==> src/rtl/mandelbrot_pkg.sv <==
// Shared definitions for the Mandelbrot pixel pipeline.
// Used by the iteration controller and the coordinate generator.
//   state_t    : controller state encoding (binary, 2 bits)
//   DEF_WIDTH  : default data width, signed 2.(WIDTH-2) fixed point
//   DEF_ITER_W : default width of iteration limit / count
//   ONE        : fixed-point 1.0 at DEF_WIDTH
package mandelbrot_pkg;

  localparam int DEF_WIDTH  = 8;
  localparam int DEF_ITER_W = 6;

  typedef enum logic [1:0] {
    ST_IDLE = 2'd0,
    ST_RUN  = 2'd1,
    ST_DONE = 2'd2
  } state_t;

  localparam logic [DEF_WIDTH-1:0] ONE = DEF_WIDTH'(32'd1 << (DEF_WIDTH - 2));

endpackage

==> src/rtl/mandelbrot_iter_counter.sv <==
// Iteration counter for the Mandelbrot controller.
// Latches the per-point limit on clear, counts completed z updates, and
// flags when the count has reached the latched limit.
//   clk, rst  : clock, synchronous active-high reset
//   clear     : zero the count and latch limit (point accept)
//   inc       : advance the count by one (z update)
//   limit     : iteration limit for the incoming point
//   count     : current iteration count
//   at_limit  : count equals the latched limit
module mandelbrot_iter_counter
  import mandelbrot_pkg::*;
#(
  parameter int ITER_W = DEF_ITER_W
) (
  input  logic              clk,
  input  logic              rst,
  input  logic              clear,
  input  logic              inc,
  input  logic [ITER_W-1:0] limit,
  output logic [ITER_W-1:0] count,
  output logic              at_limit
);

  logic [ITER_W-1:0] iter_r;
  logic [ITER_W-1:0] limit_r;

  // Count and limit registers; clear has priority over inc.
  always_ff @(posedge clk) begin
    if (rst) begin
      iter_r  <= {ITER_W{1'b0}};
      limit_r <= {ITER_W{1'b0}};
    end else if (clear) begin
      iter_r  <= {ITER_W{1'b0}};
      limit_r <= limit;
    end else if (inc) begin
      // The controller stops before iter passes the limit, so this never wraps.
      iter_r  <= iter_r + ITER_W'(1);
    end else begin
      iter_r  <= iter_r;
      limit_r <= limit_r;
    end
  end

  assign count    = iter_r;
  assign at_limit = (iter_r == limit_r);

endmodule

==> src/rtl/mandelbrot_iter_ctrl.sv <==
// Mandelbrot iteration controller.
// Accepts a point c and an iteration limit, steps z <- z^2 + c through an
// external combinational ALU one step per clock, and returns the escape
// iteration count plus an escaped flag.
//   in_valid/in_ready          : point request handshake (in_cr, in_ci, in_max_iter)
//   alu_cr/ci/zr/zi            : registered operands driven to the ALU
//   alu_zr_next/zi_next/size   : ALU results and escape flag for current z
//   out_valid/out_ready        : result handshake (out_iter, out_escaped)
//   busy                       : high while a point is running or its result is pending
module mandelbrot_iter_ctrl
  import mandelbrot_pkg::*;
#(
  parameter int WIDTH  = DEF_WIDTH,
  parameter int ITER_W = DEF_ITER_W
) (
  input  logic              clk,
  input  logic              rst,
  input  logic              in_valid,
  output logic              in_ready,
  input  logic [WIDTH-1:0]  in_cr,
  input  logic [WIDTH-1:0]  in_ci,
  input  logic [ITER_W-1:0] in_max_iter,
  output logic [WIDTH-1:0]  alu_cr,
  output logic [WIDTH-1:0]  alu_ci,
  output logic [WIDTH-1:0]  alu_zr,
  output logic [WIDTH-1:0]  alu_zi,
  input  logic [WIDTH-1:0]  alu_zr_next,
  input  logic [WIDTH-1:0]  alu_zi_next,
  input  logic              alu_size,
  output logic              out_valid,
  input  logic              out_ready,
  output logic [ITER_W-1:0] out_iter,
  output logic              out_escaped,
  output logic              busy
);

  state_t            state_r;
  state_t            state_next_s;
  logic              accept_s;
  logic              step_s;
  logic              finish_s;
  logic              escaped_s;
  logic [WIDTH-1:0]  cr_r;
  logic [WIDTH-1:0]  ci_r;
  logic [WIDTH-1:0]  zr_r;
  logic [WIDTH-1:0]  zi_r;
  logic [ITER_W-1:0] iter_s;
  logic              at_limit_s;
  logic [ITER_W-1:0] out_iter_r;
  logic              out_escaped_r;
  logic              in_ready_r;
  logic              out_valid_r;
  logic              busy_r;

  mandelbrot_iter_counter #(
    .ITER_W (ITER_W)
  ) u_counter (
    .clk      (clk),
    .rst      (rst),
    .clear    (accept_s),
    .inc      (step_s),
    .limit    (in_max_iter),
    .count    (iter_s),
    .at_limit (at_limit_s)
  );

  // Next-state and control strobes; escape takes priority over the limit.
  always_comb begin
    state_next_s = state_r;
    accept_s     = 1'b0;
    step_s       = 1'b0;
    finish_s     = 1'b0;
    escaped_s    = 1'b0;
    case (state_r)
      ST_IDLE: begin
        if (in_valid) begin
          accept_s     = 1'b1;
          state_next_s = ST_RUN;
        end else begin
          state_next_s = ST_IDLE;
        end
      end
      ST_RUN: begin
        if (alu_size) begin
          finish_s     = 1'b1;
          escaped_s    = 1'b1;
          state_next_s = ST_DONE;
        end else if (at_limit_s) begin
          finish_s     = 1'b1;
          escaped_s    = 1'b0;
          state_next_s = ST_DONE;
        end else begin
          step_s       = 1'b1;
          state_next_s = ST_RUN;
        end
      end
      ST_DONE: begin
        if (out_ready) begin
          state_next_s = ST_IDLE;
        end else begin
          state_next_s = ST_DONE;
        end
      end
      default: begin
        state_next_s = ST_IDLE;
      end
    endcase
  end

  // State register; handshake flags are registered from the next state so
  // they always agree with state_r.
  always_ff @(posedge clk) begin
    if (rst) begin
      state_r     <= ST_IDLE;
      in_ready_r  <= 1'b1;
      out_valid_r <= 1'b0;
      busy_r      <= 1'b0;
    end else begin
      state_r     <= state_next_s;
      in_ready_r  <= (state_next_s == ST_IDLE);
      out_valid_r <= (state_next_s == ST_DONE);
      busy_r      <= (state_next_s != ST_IDLE);
    end
  end

  // Point and z registers; ALU results are stored verbatim.
  always_ff @(posedge clk) begin
    if (rst) begin
      cr_r <= {WIDTH{1'b0}};
      ci_r <= {WIDTH{1'b0}};
      zr_r <= {WIDTH{1'b0}};
      zi_r <= {WIDTH{1'b0}};
    end else if (accept_s) begin
      cr_r <= in_cr;
      ci_r <= in_ci;
      zr_r <= {WIDTH{1'b0}};
      zi_r <= {WIDTH{1'b0}};
    end else if (step_s) begin
      zr_r <= alu_zr_next;
      zi_r <= alu_zi_next;
    end else begin
      zr_r <= zr_r;
      zi_r <= zi_r;
    end
  end

  // Result registers, captured on the terminating RUN cycle.
  always_ff @(posedge clk) begin
    if (rst) begin
      out_iter_r    <= {ITER_W{1'b0}};
      out_escaped_r <= 1'b0;
    end else if (finish_s) begin
      out_iter_r    <= iter_s;
      out_escaped_r <= escaped_s;
    end else begin
      out_iter_r    <= out_iter_r;
      out_escaped_r <= out_escaped_r;
    end
  end

  assign in_ready    = in_ready_r;
  assign out_valid   = out_valid_r;
  assign busy        = busy_r;
  assign out_iter    = out_iter_r;
  assign out_escaped = out_escaped_r;
  assign alu_cr      = cr_r;
  assign alu_ci      = ci_r;
  assign alu_zr      = zr_r;
  assign alu_zi      = zi_r;

endmodule

==> config.mk <==
export PLATFORM = sky130hd
export DESIGN_NAME = mandelbrot_iter_ctrl
export DESIGN_NICKNAME = d
export VERILOG_FILES = /design/src/rtl/mandelbrot_pkg.sv /design/src/rtl/mandelbrot_iter_counter.sv /design/src/rtl/mandelbrot_iter_ctrl.sv
export SDC_FILE = /design/constraint.sdc
export NUM_CORES = 1
export LEC_CHECK = 0
export BUFFER_PORTS_ARGS = -buffer_cell sky130_fd_sc_hd__buf_4
export CAP_MARGIN = 0
export CELL_PAD_IN_SITES_DETAIL_PLACEMENT = 0
export CELL_PAD_IN_SITES_GLOBAL_PLACEMENT = 1
export CORE_ASPECT_RATIO = 0.75
export CORE_MARGIN = 2
export CORE_UTILIZATION = 37
export DETAILED_ROUTE_END_ITERATION = 16
export PLACE_DENSITY = 0.83
export SYNTH_ARGS = -nofsm -noshare
export SYNTH_HDL_FRONTEND = slang
export SYNTH_HIERARCHICAL = 1
export SYNTH_SLANG_ARGS = --single-unit
==> constraint.sdc <==
create_clock -name clk -period 6.3 [get_ports clk]
set_input_delay 0.315 -clock clk [delete_from_list [all_inputs] [get_ports clk]]
set_output_delay 0.315 -clock clk [all_outputs]
set_load 0.1 [all_outputs]
==> metrics.md, run 1 <==
| Metric | Value |
|---|---|
| Worst Max-Slew Pin Slew | `1120 ps` |
| Port-buffer cells | `84` |
| Routed Antenna Nets | `0` |
| Max FO, Critical Path | `22` |
| Met2 WL | `approximately 1.8 mm` |
| Sw frac | `0.328` |
| Startpoint Class | `register` |
| Post-CTS Hold Fix Bufs | `0` |
| Setup violations, final | `0` |
| First-pass GRT wire length | `about 7.8 mm` |
| Boundary pin count | `85` |
| Post-Syn Area | `~2100 µm²` |
| Final Max Tran Viols | `0` |
| DR WL/cell | `12.1 µm` |
| Final cell count without fillers | `between 300 and 400` |
| Setup TNS | `0 ps` |
| Hold crit path type | `input port to register` |
| Post_cts resized | `0` |
| WL final | `4.65 mm` |
| CTS sink cnt | `56` |
| Cts bufs inserted | `5` |
| Int Power | `a little over 500 µW` |
| Worst slew margin | `0.250` |
| Pwr/cell area | `approximately 260 nW/µm²` |
| Initial DRC count | `just under 70` |
| Fmax | `between 300 and 400 MHz` |
| Crit share post-route | `0.408` |
| Tmin final | `between 2000 and 3000 ps` |
| DRT Pass-1 Iters | `4` |
| Total grt overflow | `0` |
| Post-Syn Instances | `roughly 230` |
| Antenna Cells | `0` |
| DRC Markers | `0` |
| Placed insts | `~380` |
| DP Wirelength | `3.45 mm` |
| Final Core Density | `0.528` |
| Peak supply drop | `148 µV` |
| CTS root buf | `clkbuf_8` |
| Commonest non-fill, non-tap cells in the layout | `buf_4 (85), dfxtp_1 (56), nand2_1 (35), nor2_1 (33), mux2i_1 (23)` |
| Max layer used | `met4` |
| Critical path capture point type | `register` |
| Post-DP Area | `~2800 µm²` |
| Clk_lat worst skew | `about 300 ps` |
| Clock power share | `0.263` |
| Sw Pwr | `250 µW` |
| FILL cells | `~520` |
| Final instance area | `2890 µm²` |
| Share of layout cells above drive strength 1 | `0.344` |
| Worst EP arrival | `between 2000 and 3000 ps` |
| Pleak | `roughly 1.2 nW` |
| Post-CTS Setup Inserts | `0` |
| Die Y | `about 70 µm` |
| Yosys cell types | `31` |
| Final Wtd Congestion | `0.791` |
| Final setup margin | `3730 ps` |
| Max_cap viols | `0` |
| Post-Place Setup Slack | `~3800 ps` |
| CTS tree | `built` |
| Synth Warn # | `6` |
| Synth area leaders | `dfxtp_1 (52%), mux2i_1 (11%), nand2_1 (6.1%), nor2_1 (5.8%), a21oi_1 (3.7%)` |
| Outcome | `complete, no violations` |
| Metal-1 WL | `2.47 mm` |
| Avg Synthesized Cell Area | `~9.4 µm²` |
| Comb pwr share | `0.241` |
| Critical path class | `register to register` |
| Nets | `between 300 and 400` |
| CTS Buffer Depth | `2` |
| Die area | `~6400 µm²` |
| CTS H-Tree Depth | `2` |
| Core Area | `between 5000 and 6000 µm²` |
| Mapped Nets | `273` |
| Tot GR Track Use | `0.149` |
| Hold Violations, Final | `0` |
| Site Rows | `23` |
| Fin Clk Skew | `roughly 9 ps` |
| Clock transition at path regs | `~100 ps` |
| Initial antenna violation count | `0` |
| Sequential area share after synthesis | `0.522` |
| Sequential Power Share | `0.497` |
| Worst Path Required | `roughly 6500 ps` |
| Largest net degree at the start of global routing | `36` |
| Commonest non-fill, non-tap cell in the layout | `buf_4` |
| RSZ-0062 raised after global routing | `false` |
| Vias per inst | `between 4 and 5` |
| Top-area cell type share of the netlist area | `0.522` |
| Initial Util | `0.393` |
| Die width | `between 90 and 100 µm` |
| Wire length on met3 | `about 360 µm` |
| Vias | `~1700` |
| #FFs+latches synth | `56` |
| Vias in the first global route | `roughly 1700` |
| Layout area overhead | `34.4%` |
| Synth area leader | `dfxtp_1` |
[power groups by stage]
| stage | clock network, mW | registers, mW | logic, mW |
|---|---|---|---|
| after floorplan | 0 | 0.469 | 0.0571 |
| after global placement | 0 | 0.387 | 0.185 |
| after detailed placement | 0 | 0.387 | 0.185 |
| after CTS | 0.209 | 0.379 | 0.185 |
| after global routing | 0.223 | 0.381 | 0.195 |
| final | 0.201 | 0.379 | 0.184 |
[worst max-delay path, stage by stage (launching register included)]
cell,delay [ps]
dfxtp_1,470
xor2_1,170
nor3_1,90
or4b_1,840
clkinv_4,280
nand4_2,140
or3_1,370
a21oi_1,140
[logic make-up (layout without fill, tap and decap cells)]
kind of cell	Yosys count	count (layout)	synth area share
simple gates	88	88	0.178
flops	56	56	0.522
compound gates	34	34	0.0956
mux	23	23	0.107
fa+ha+maj	1	1	0.00583
xor+xnor	10	10	0.0408
buf+inv	17	96	0.0501
[cells in the mapped netlist, drive strengths merged]
cell type,instances
dfxtp,56
nor2,33
or4b,1
or3,1
buf,7
nor3b,1
nor3,2
mux2i,23
nor2b,1
xnor2,5
a22oi,1
o21ai,8
a211oi,1
nand2,35
clkbuf,7
or2,4
or2b,1
nand3,6
ha,1
xor2,5
nand4,3
a21oi,24
clkinv,1
inv,2
[metrics by stage]
step / hold slack, ps / total power, mW
6_report: 245 / 0.764
5_1_grt: 245 / 0.800
4_1_cts: 237 / 0.773
3_5_place_dp: 448 / 0.572
3_3_place_gp: 444 / 0.572
2_1_floorplan: 387 / 0.526
[final cells by class]
type,instances,area (µm²),share of cell area
timing repair buffer,85,638,0.221
inverter,3,16.3,0.00564
sequential,56,1120,0.388
clock inverter,1,7.51,0.00260
multi-input combinational,156,923,0.320
clock buffer,7,86.3,0.0299
tap,75,93.8,0.0325
[layer usage]
metal / global-route usage / vias up
li1: - / 909
met1: 0.203 / 755
met2: 0.224 / 63
met3: 0.0475 / 4
met4: 0.0498 / 0
met5: 0 / -
[path summary, 6_finish.rpt]
| path | slack (ps) | depth (start not counted) | end | start |
|---|---|---|---|---|
| setup reg to reg | 3730 | 7 | u_counter/count[5]$_SDFFE_PP0P_ | u_counter/count[2]$_SDFFE_PP0P_ |
| setup / recovery | 3730 | 7 | u_counter/count[5]$_SDFFE_PP0P_ | u_counter/count[2]$_SDFFE_PP0P_ |
| hold reg to reg | 460 | 2 | alu_zi[2]$_SDFFE_PP0P_ | alu_zi[2]$_SDFFE_PP0P_ |
| hold / removal | 240 | 3 | alu_cr[3]$_SDFFE_PP0P_ | in_cr[3] |
[sequential cells by signal, summed over array words and instances (netlist names)]
register and flops:
u_counter/limit_r 6, u_counter/count 6, alu_ci 8, alu_cr 8
out_escaped 1, alu_zi 8, out_valid 1, out_iter 6
state_r 2, in_ready 1, busy 1, alu_zr 8
Power figures use the tool's default switching activity.
==> run 2, diff against run 1 <==
--- a/config.mk
+++ b/config.mk
@@ -11,9 +11,9 @@
 export CELL_PAD_IN_SITES_GLOBAL_PLACEMENT = 1
 export CORE_ASPECT_RATIO = 0.75
 export CORE_MARGIN = 2
-export CORE_UTILIZATION = 37
+export CORE_UTILIZATION = 31
 export DETAILED_ROUTE_END_ITERATION = 16
-export PLACE_DENSITY = 0.83
+export PLACE_DENSITY = 0.74
 export SYNTH_ARGS = -nofsm -noshare
 export SYNTH_HDL_FRONTEND = slang
 export SYNTH_HIERARCHICAL = 1
==> constraint.sdc (replaced) <==
create_clock -name clk -period 2.3 [get_ports clk]
set_input_delay 0.115 -clock clk [delete_from_list [all_inputs] [get_ports clk]]
set_output_delay 0.115 -clock clk [all_outputs]
set_load 0.1 [all_outputs]
==> metrics.md, run 2 (synthesized netlist as in run 1, its figures left out) <==
| Metric | Value |
|---|---|
| Outcome | `complete, no violations` |
| Final Wtd Congestion | `~0.84` |
| Core Area | `a little under 7000 µm²` |
| CTS H-Tree Depth | `2` |
| CTS root buf | `clkbuf_8` |
| First-pass GRT wire length | `about 8.1 mm` |
| Vias per inst | `approximately 4.5` |
| WL final | `between 5 and 6 mm` |
| RSZ-0062 raised after global routing | `false` |
| Final instance area | `just under 3000 µm²` |
| Sw frac | `0.344` |
| Peak supply drop | `356 µV` |
| Antenna Cells | `0` |
| Die Y | `76.1 µm` |
| DRC Markers | `0` |
| Fin Clk Skew | `between 10 and 15 ps` |
| Critical path capture point type | `register` |
| Grt peak-use layer | `met2` |
| Sw Pwr | `728 µW` |
| CTS Buffer Depth | `2` |
| Post-CTS Hold Fix Bufs | `0` |
| Comb pwr share | `0.243` |
| Crit-path max cell delay | `around 600 ps` |
| Fmax | `465 MHz` |
| Max_cap viols | `0` |
| Setup TNS | `0 ps` |
| Post-CTS Setup Inserts | `0` |
| Sequential Power Share | `0.490` |
| Total grt overflow | `0` |
| Routed Antenna Nets | `0` |
| Die area | `approximately 7600 µm²` |
| Tot GR Track Use | `0.130` |
| Placed insts | `just under 400` |
| Worst Max-Slew Pin Slew | `between 500 and 600 ps` |
| Pwr/cell area | `between 700 and 800 nW/µm²` |
| Clock transition at path regs | `roughly 120 ps` |
| Vias in the first global route | `approximately 1700` |
| Largest net degree at the start of global routing | `36` |
| Min Hold Slack | `21.7 ps` |
| Crit-path cells | `xor2_1 -> nor3_1 -> or4b_1 -> clkinv_4 -> nand4_2 -> or3_1 -> a21oi_1` |
| CTS tree | `built` |
| Post_cts resized | `0` |
| CTS sink cnt | `56` |
| Max FO, Critical Path | `7` |
| Worst EP arrival | `roughly 2400 ps` |
| DP Wirelength | `around 3.6 mm` |
| Initial DRC count | `just over 70` |
| Clock power share | `0.268` |
| Worst Path Required | `between 2000 and 3000 ps` |
| Final setup margin | `between 100 and 150 ps` |
| Clk_lat worst skew | `slightly above 300 ps` |
| Share of layout cells above drive strength 1 | `0.360` |
| Port-buffer cells | `84` |
| Site Rows | `26` |
| Met2 usage | `0.198` |
| Setup violations, final | `0` |
| Vias | `~1800` |
| Tmin final | `approximately 2200 ps` |
| Initial antenna violation count | `0` |
| Int Power | `around 1.4 mW` |
| Nets | `between 300 and 400` |
| Die width | `roughly 100 µm` |
| Critical path class | `register to register` |
| Startpoint Class | `register` |
| DRT Pass-1 Iters | `4` |
| Hold crit path type | `input port to register` |
| Boundary pin count | `85` |
| Final Max Tran Viols | `0` |
| Routing usage on met1 | `0.177` |
| Commonest non-fill, non-tap cell in the layout | `buf_4` |
| Final cell count without fillers | `398` |
| Hold Violations, Final | `0` |
| GR Util met3 | `0.0486` |
| Pleak | `between 1 and 1.5 nW` |
| Layout area overhead | `37.2%` |
| Cts bufs inserted | `5` |
| Post-Place Setup Slack | `around 200 ps` |
| Worst slew margin | `0.651` |
| Commonest non-fill, non-tap cells in the layout | `buf_4 (91), dfxtp_1 (56), nand2_1 (35), nor2_1 (33), mux2i_1 (23)` |
| Initial Util | `0.317` |
| Post-DP Area | `between 2000 and 3000 µm²` |
| Crit share post-route | `0.935` |
| DR WL/cell | `between 10 and 15 µm` |
| CP max-delay cell | `or4b_1` |
run 2: changes by cell type in the layout (fill, tap and decap cells not counted), sizes merged:
cell / before / now
buf: 85 / 91
clkbuf: 7 / 5
clkinv: 1 / 2
inv: 2 / 3
run 2: cell type report:
class,count,area [µm²]
inverter,3,16.3
tap,84,105
clock buffer,5,68.8
clock inverter,3,27.5
multi-input combinational,156,923
timing repair buffer,91,683
fill,686,3820
sequential,56,1120
run 2: through the flow:
step	util	total power, mW
6_report	0.435	2.12
5_1_grt	0.435	2.21
4_1_cts	0.435	2.15
3_5_place_dp	0.421	1.58
3_3_place_gp	0.421	1.58
2_1_floorplan	-	1.44
run 2: path summary, 6_finish.rpt:
| path | start | end | slack, ps | cells after the start |
|---|---|---|---|---|
| setup / recovery | u_counter/count[3]$_SDFFE_PP0P_ | u_counter/count[5]$_SDFFE_PP0P_ | 150 | 7 |
| hold / removal | in_cr[6] | alu_cr[6]$_SDFFE_PP0P_ | 20 | 3 |
| setup reg to reg | u_counter/count[3]$_SDFFE_PP0P_ | u_counter/count[5]$_SDFFE_PP0P_ | 150 | 7 |
| hold reg to reg | alu_zi[7]$_SDFFE_PP0P_ | alu_zi[7]$_SDFFE_PP0P_ | 460 | 2 |
run 2: per-layer routing:
layer | part of all wire | up-vias
li1 | - | 922
met1 | 0.49 | 808
met2 | 0.42 | 64
met3 | 0.082 | 2
met4 | 0.0038 | 0
met5 | 0 | -
run 2: power groups by stage:
stage	clock, mW	sequential [mW]	combinational (mW)
2_1_floorplan	0	1.28	0.157
3_3_place_gp	0	1.06	0.519
3_5_place_dp	0	1.06	0.518
4_1_cts	0.594	1.04	0.519
5_1_grt	0.627	1.04	0.543
6_report	0.568	1.04	0.514
run 2: worst max-delay path, delay by kind of cell, from the launching register on:
kind,cells,cell delay (ps)
and+or+nand+nor,4,1190
DFF,1,450
xor gates and xnor gates,1,160
AOI/OAI and AO/OA,1,150
buffers and inverters,1,120
==> run 3, diff against run 2 <==
--- a/config.mk
+++ b/config.mk
@@ -5,15 +5,17 @@
 export SDC_FILE = /design/constraint.sdc
 export NUM_CORES = 1
 export LEC_CHECK = 0
+export ABC_AREA = 1
 export BUFFER_PORTS_ARGS = -buffer_cell sky130_fd_sc_hd__buf_4
 export CAP_MARGIN = 0
 export CELL_PAD_IN_SITES_DETAIL_PLACEMENT = 0
 export CELL_PAD_IN_SITES_GLOBAL_PLACEMENT = 1
 export CORE_ASPECT_RATIO = 0.75
 export CORE_MARGIN = 2
-export CORE_UTILIZATION = 31
+export CORE_UTILIZATION = 30
 export DETAILED_ROUTE_END_ITERATION = 16
-export PLACE_DENSITY = 0.74
+export GPL_ROUTABILITY_DRIVEN = 0
+export PLACE_DENSITY = 0.75
 export SYNTH_ARGS = -nofsm -noshare
 export SYNTH_HDL_FRONTEND = slang
 export SYNTH_HIERARCHICAL = 1
==> metrics.md, run 3 <==
| Metric | Value |
|---|---|
| Core Area | `roughly 7400 µm²` |
| Boundary pin count | `85` |
| CTS root buf | `clkbuf_8` |
| Grt peak-use layer | `met2` |
| Outcome | `complete, no violations` |
| Post-synthesis compound-gate area fraction | `0.0833` |
| Hold Path End | `out_escaped$_SDFFE_PP0P_` |
| Top cells by count, synth | `nor2_1 (90), nand2_1 (78), dfxtp_1 (56)` |
| EDFF count, synth | `0` |
| Top-area cell type share of the netlist area | `0.491` |
| Critical path capture point type | `register` |
| Worst Max-Slew Pin Slew | `about 840 ps` |
| Post-Synth Adder-Cell Area | `0.00548` |
| Post-Place Setup Slack | `146 ps` |
| Final setup margin | `309 ps` |
| CTS H-Tree Depth | `2` |
| Peak supply drop | `around 280 µV` |
| Hold crit path type | `input port to register` |
| CTS tree | `built` |
| Nets | `between 400 and 500` |
| Avg Synthesized Cell Area | `6.87 µm²` |
| Met2 usage | `0.224` |
| #FFs+latches synth | `56` |
| Worst EP arrival | `2200 ps` |
| Layout area overhead | `35.4%` |
| Share of layout cells above drive strength 1 | `0.248` |
| Critical path class | `register to register` |
| Synth area leader | `dfxtp_1` |
| Final instance area | `just over 3000 µm²` |
| CTS sink cnt | `56` |
| First-pass GRT wire length | `roughly 9.0 mm` |
| Largest family of logic cells by synthesized area | `simple AND/OR/NAND/NOR gates` |
| WL final | `around 5.5 mm` |
| Worst slew margin | `0.441` |
| FF-to-FF Start | `u_counter/count[0]$_SDFFE_PP0P_` |
| Most used flip-flop cell after synthesis | `dfxtp_1` |
| Commonest non-fill, non-tap cells in the layout | `nor2_1 (90), buf_4 (85), nand2_1 (78), dfxtp_1 (56), inv_1 (44)` |
| Commonest non-fill, non-tap cell in the layout | `nor2_1` |
| Post-Syn Area | `roughly 2300 µm²` |
| Antenna Cells | `0` |
| Routed Antenna Nets | `0` |
| Post-CTS Setup Inserts | `0` |
| GR Util met3 | `0.0327` |
| Most common cell in the netlist | `nor2_1` |
| Die area | `8330 µm²` |
| DR WL/cell | `10.6 µm` |
| FF-to-FF path depth | `11` |
| Post_cts resized | `0` |
| Total grt overflow | `0` |
| DRC Markers | `0` |
| Startpoint Class | `register` |
| Synth area leaders | `dfxtp_1 (49%), nor2_1 (15%), nand2_1 (13%), inv_1 (7.2%), o21ai_0 (5.3%)` |
| Hold Path Origin | `rst` |
| Vias | `approximately 2200` |
| Largest net degree at the start of global routing | `just over 40` |
| Routing usage on met1 | `0.166` |
| Pwr/cell area | `770 nW/µm²` |
| Fin Clk Skew | `approximately 4.3 ps` |
| FILL cells | `between 800 and 900` |
| RSZ-0062 raised after global routing | `false` |
| Worst Path Required | `2510 ps` |
| Tot GR Track Use | `0.132` |
| Simple-gate area share of the yosys netlist | `0.321` |
| Initial DRC count | `between 60 and 70` |
| Final Max Tran Viols | `0` |
| CP startpoint | `u_counter/count[0]$_SDFFE_PP0P_` |
| Clock transition at path regs | `90 ps` |
| Post-Syn Instances | `332` |
| Synth Warn # | `6` |
| Setup TNS | `0 ps` |
| Setup violations, final | `0` |
| Cts bufs inserted | `5` |
| Site Rows | `27` |
| FF-to-FF End | `alu_zi[2]$_SDFFE_PP0P_` |
| Post-Synth XOR/XNOR Area | `0` |
| Hold Violations, Final | `0` |
| Tmin final | `roughly 2000 ps` |
| Pleak | `about 1.5 nW` |
| Vias per inst | `4.17` |
| Vias in the first global route | `between 2000 and 2500` |
| Yosys cell types | `20` |
| Max FO, Critical Path | `20` |
| DP Wirelength | `3.89 mm` |
| Post-CTS Hold Fix Bufs | `0` |
| Crit share post-route | `0.866` |
| Sequential area share after synthesis | `0.491` |
| Die Y | `approximately 80 µm` |
| Die width | `about 100 µm` |
| Mapped Nets | `376` |
| Worst reg2reg setup slack | `around 310 ps` |
| Initial antenna violation count | `0` |
| Hold Crit Depth | `2` |
| Initial Util | `0.310` |
| Port-buffer cells | `84` |
| Fmax | `~500 MHz` |
| Max_cap viols | `0` |
| Clk_lat worst skew | `300 ps` |
| CTS Buffer Depth | `2` |
| Post-DP Area | `around 3000 µm²` |
| Ys async rst share | `0` |
| Mux contribution to synthesized area | `0` |
| DRT Pass-1 Iters | `4` |
run 3: per-stage QoR:
stage,hold slack [ps],total power [mW],cells,utilization
floorplan,184,1.67,332,-
global placement,353,1.85,508,0.406
detailed placement,356,1.86,508,0.406
CTS,20.2,2.42,516,0.419
global route,40.2,2.51,517,0.419
finish,33.0,2.38,517,0.419
run 3: critical path, cell delays in order (launching register included):
cell     delay (ps)
dfxtp_1         460
nand2_1          80
nand2_1          60
nor2_1           40
nand2_1          50
nor2_1           60
inv_1            50
nand2_1         140
nor2_2          700
nand2_1         100
nand2_1         100
nor2_1           40
run 3: final cells by class:
type	count	area [µm²]	share of cell area
clock buffers	8	90.1	0.0292
inverters	46	173	0.0559
multi-input cells	221	941	0.305
flip-flops and latches	56	1120	0.363
well taps	101	126	0.0409
repair buffers	85	638	0.207
run 3: logic make-up after synthesis:
kind of cell,Yosys count
DFF,56
adders and majority gates,1
AOI/OAI and AO/OA,38
and+or+nand+nor,181
buffers and inverters,56
run 3: worst max-delay path by stage:
stage | to | slack [ps] | depth (start not counted)
2_1_floorplan | u_counter/count[5]$_SDFFE_PP0P_ | 690 | 14
3_3_place_gp | u_counter/count[5]$_SDFFE_PP0P_ | 210 | 13
3_5_place_dp | u_counter/count[4]$_SDFFE_PP0P_ | 150 | 13
4_1_cts | u_counter/count[5]$_SDFFE_PP0P_ | 120 | 13
5_1_grt | u_counter/count[4]$_SDFFE_PP0P_ | 110 | 13
6_report | alu_zi[2]$_SDFFE_PP0P_ | 310 | 11
run 3: where the power goes:
group          internal (mW)  leakage (nW)  switching [mW]  total [mW]
registers               1.04         0.459          0.0360        1.07
logic                  0.185         0.972           0.576       0.761
clock network          0.247        0.0455           0.299       0.546
total                   1.47          1.48           0.911        2.38
run 3: routing by layer:
metal  share of wire  vias to the layer above  wire length [µm]
li1                -                     1156                 -
met1            0.48                      953              2630
met2            0.46                       45              2520
met3           0.048                        2               264
met4          0.0073                        0                40
met5               0                        -                 0
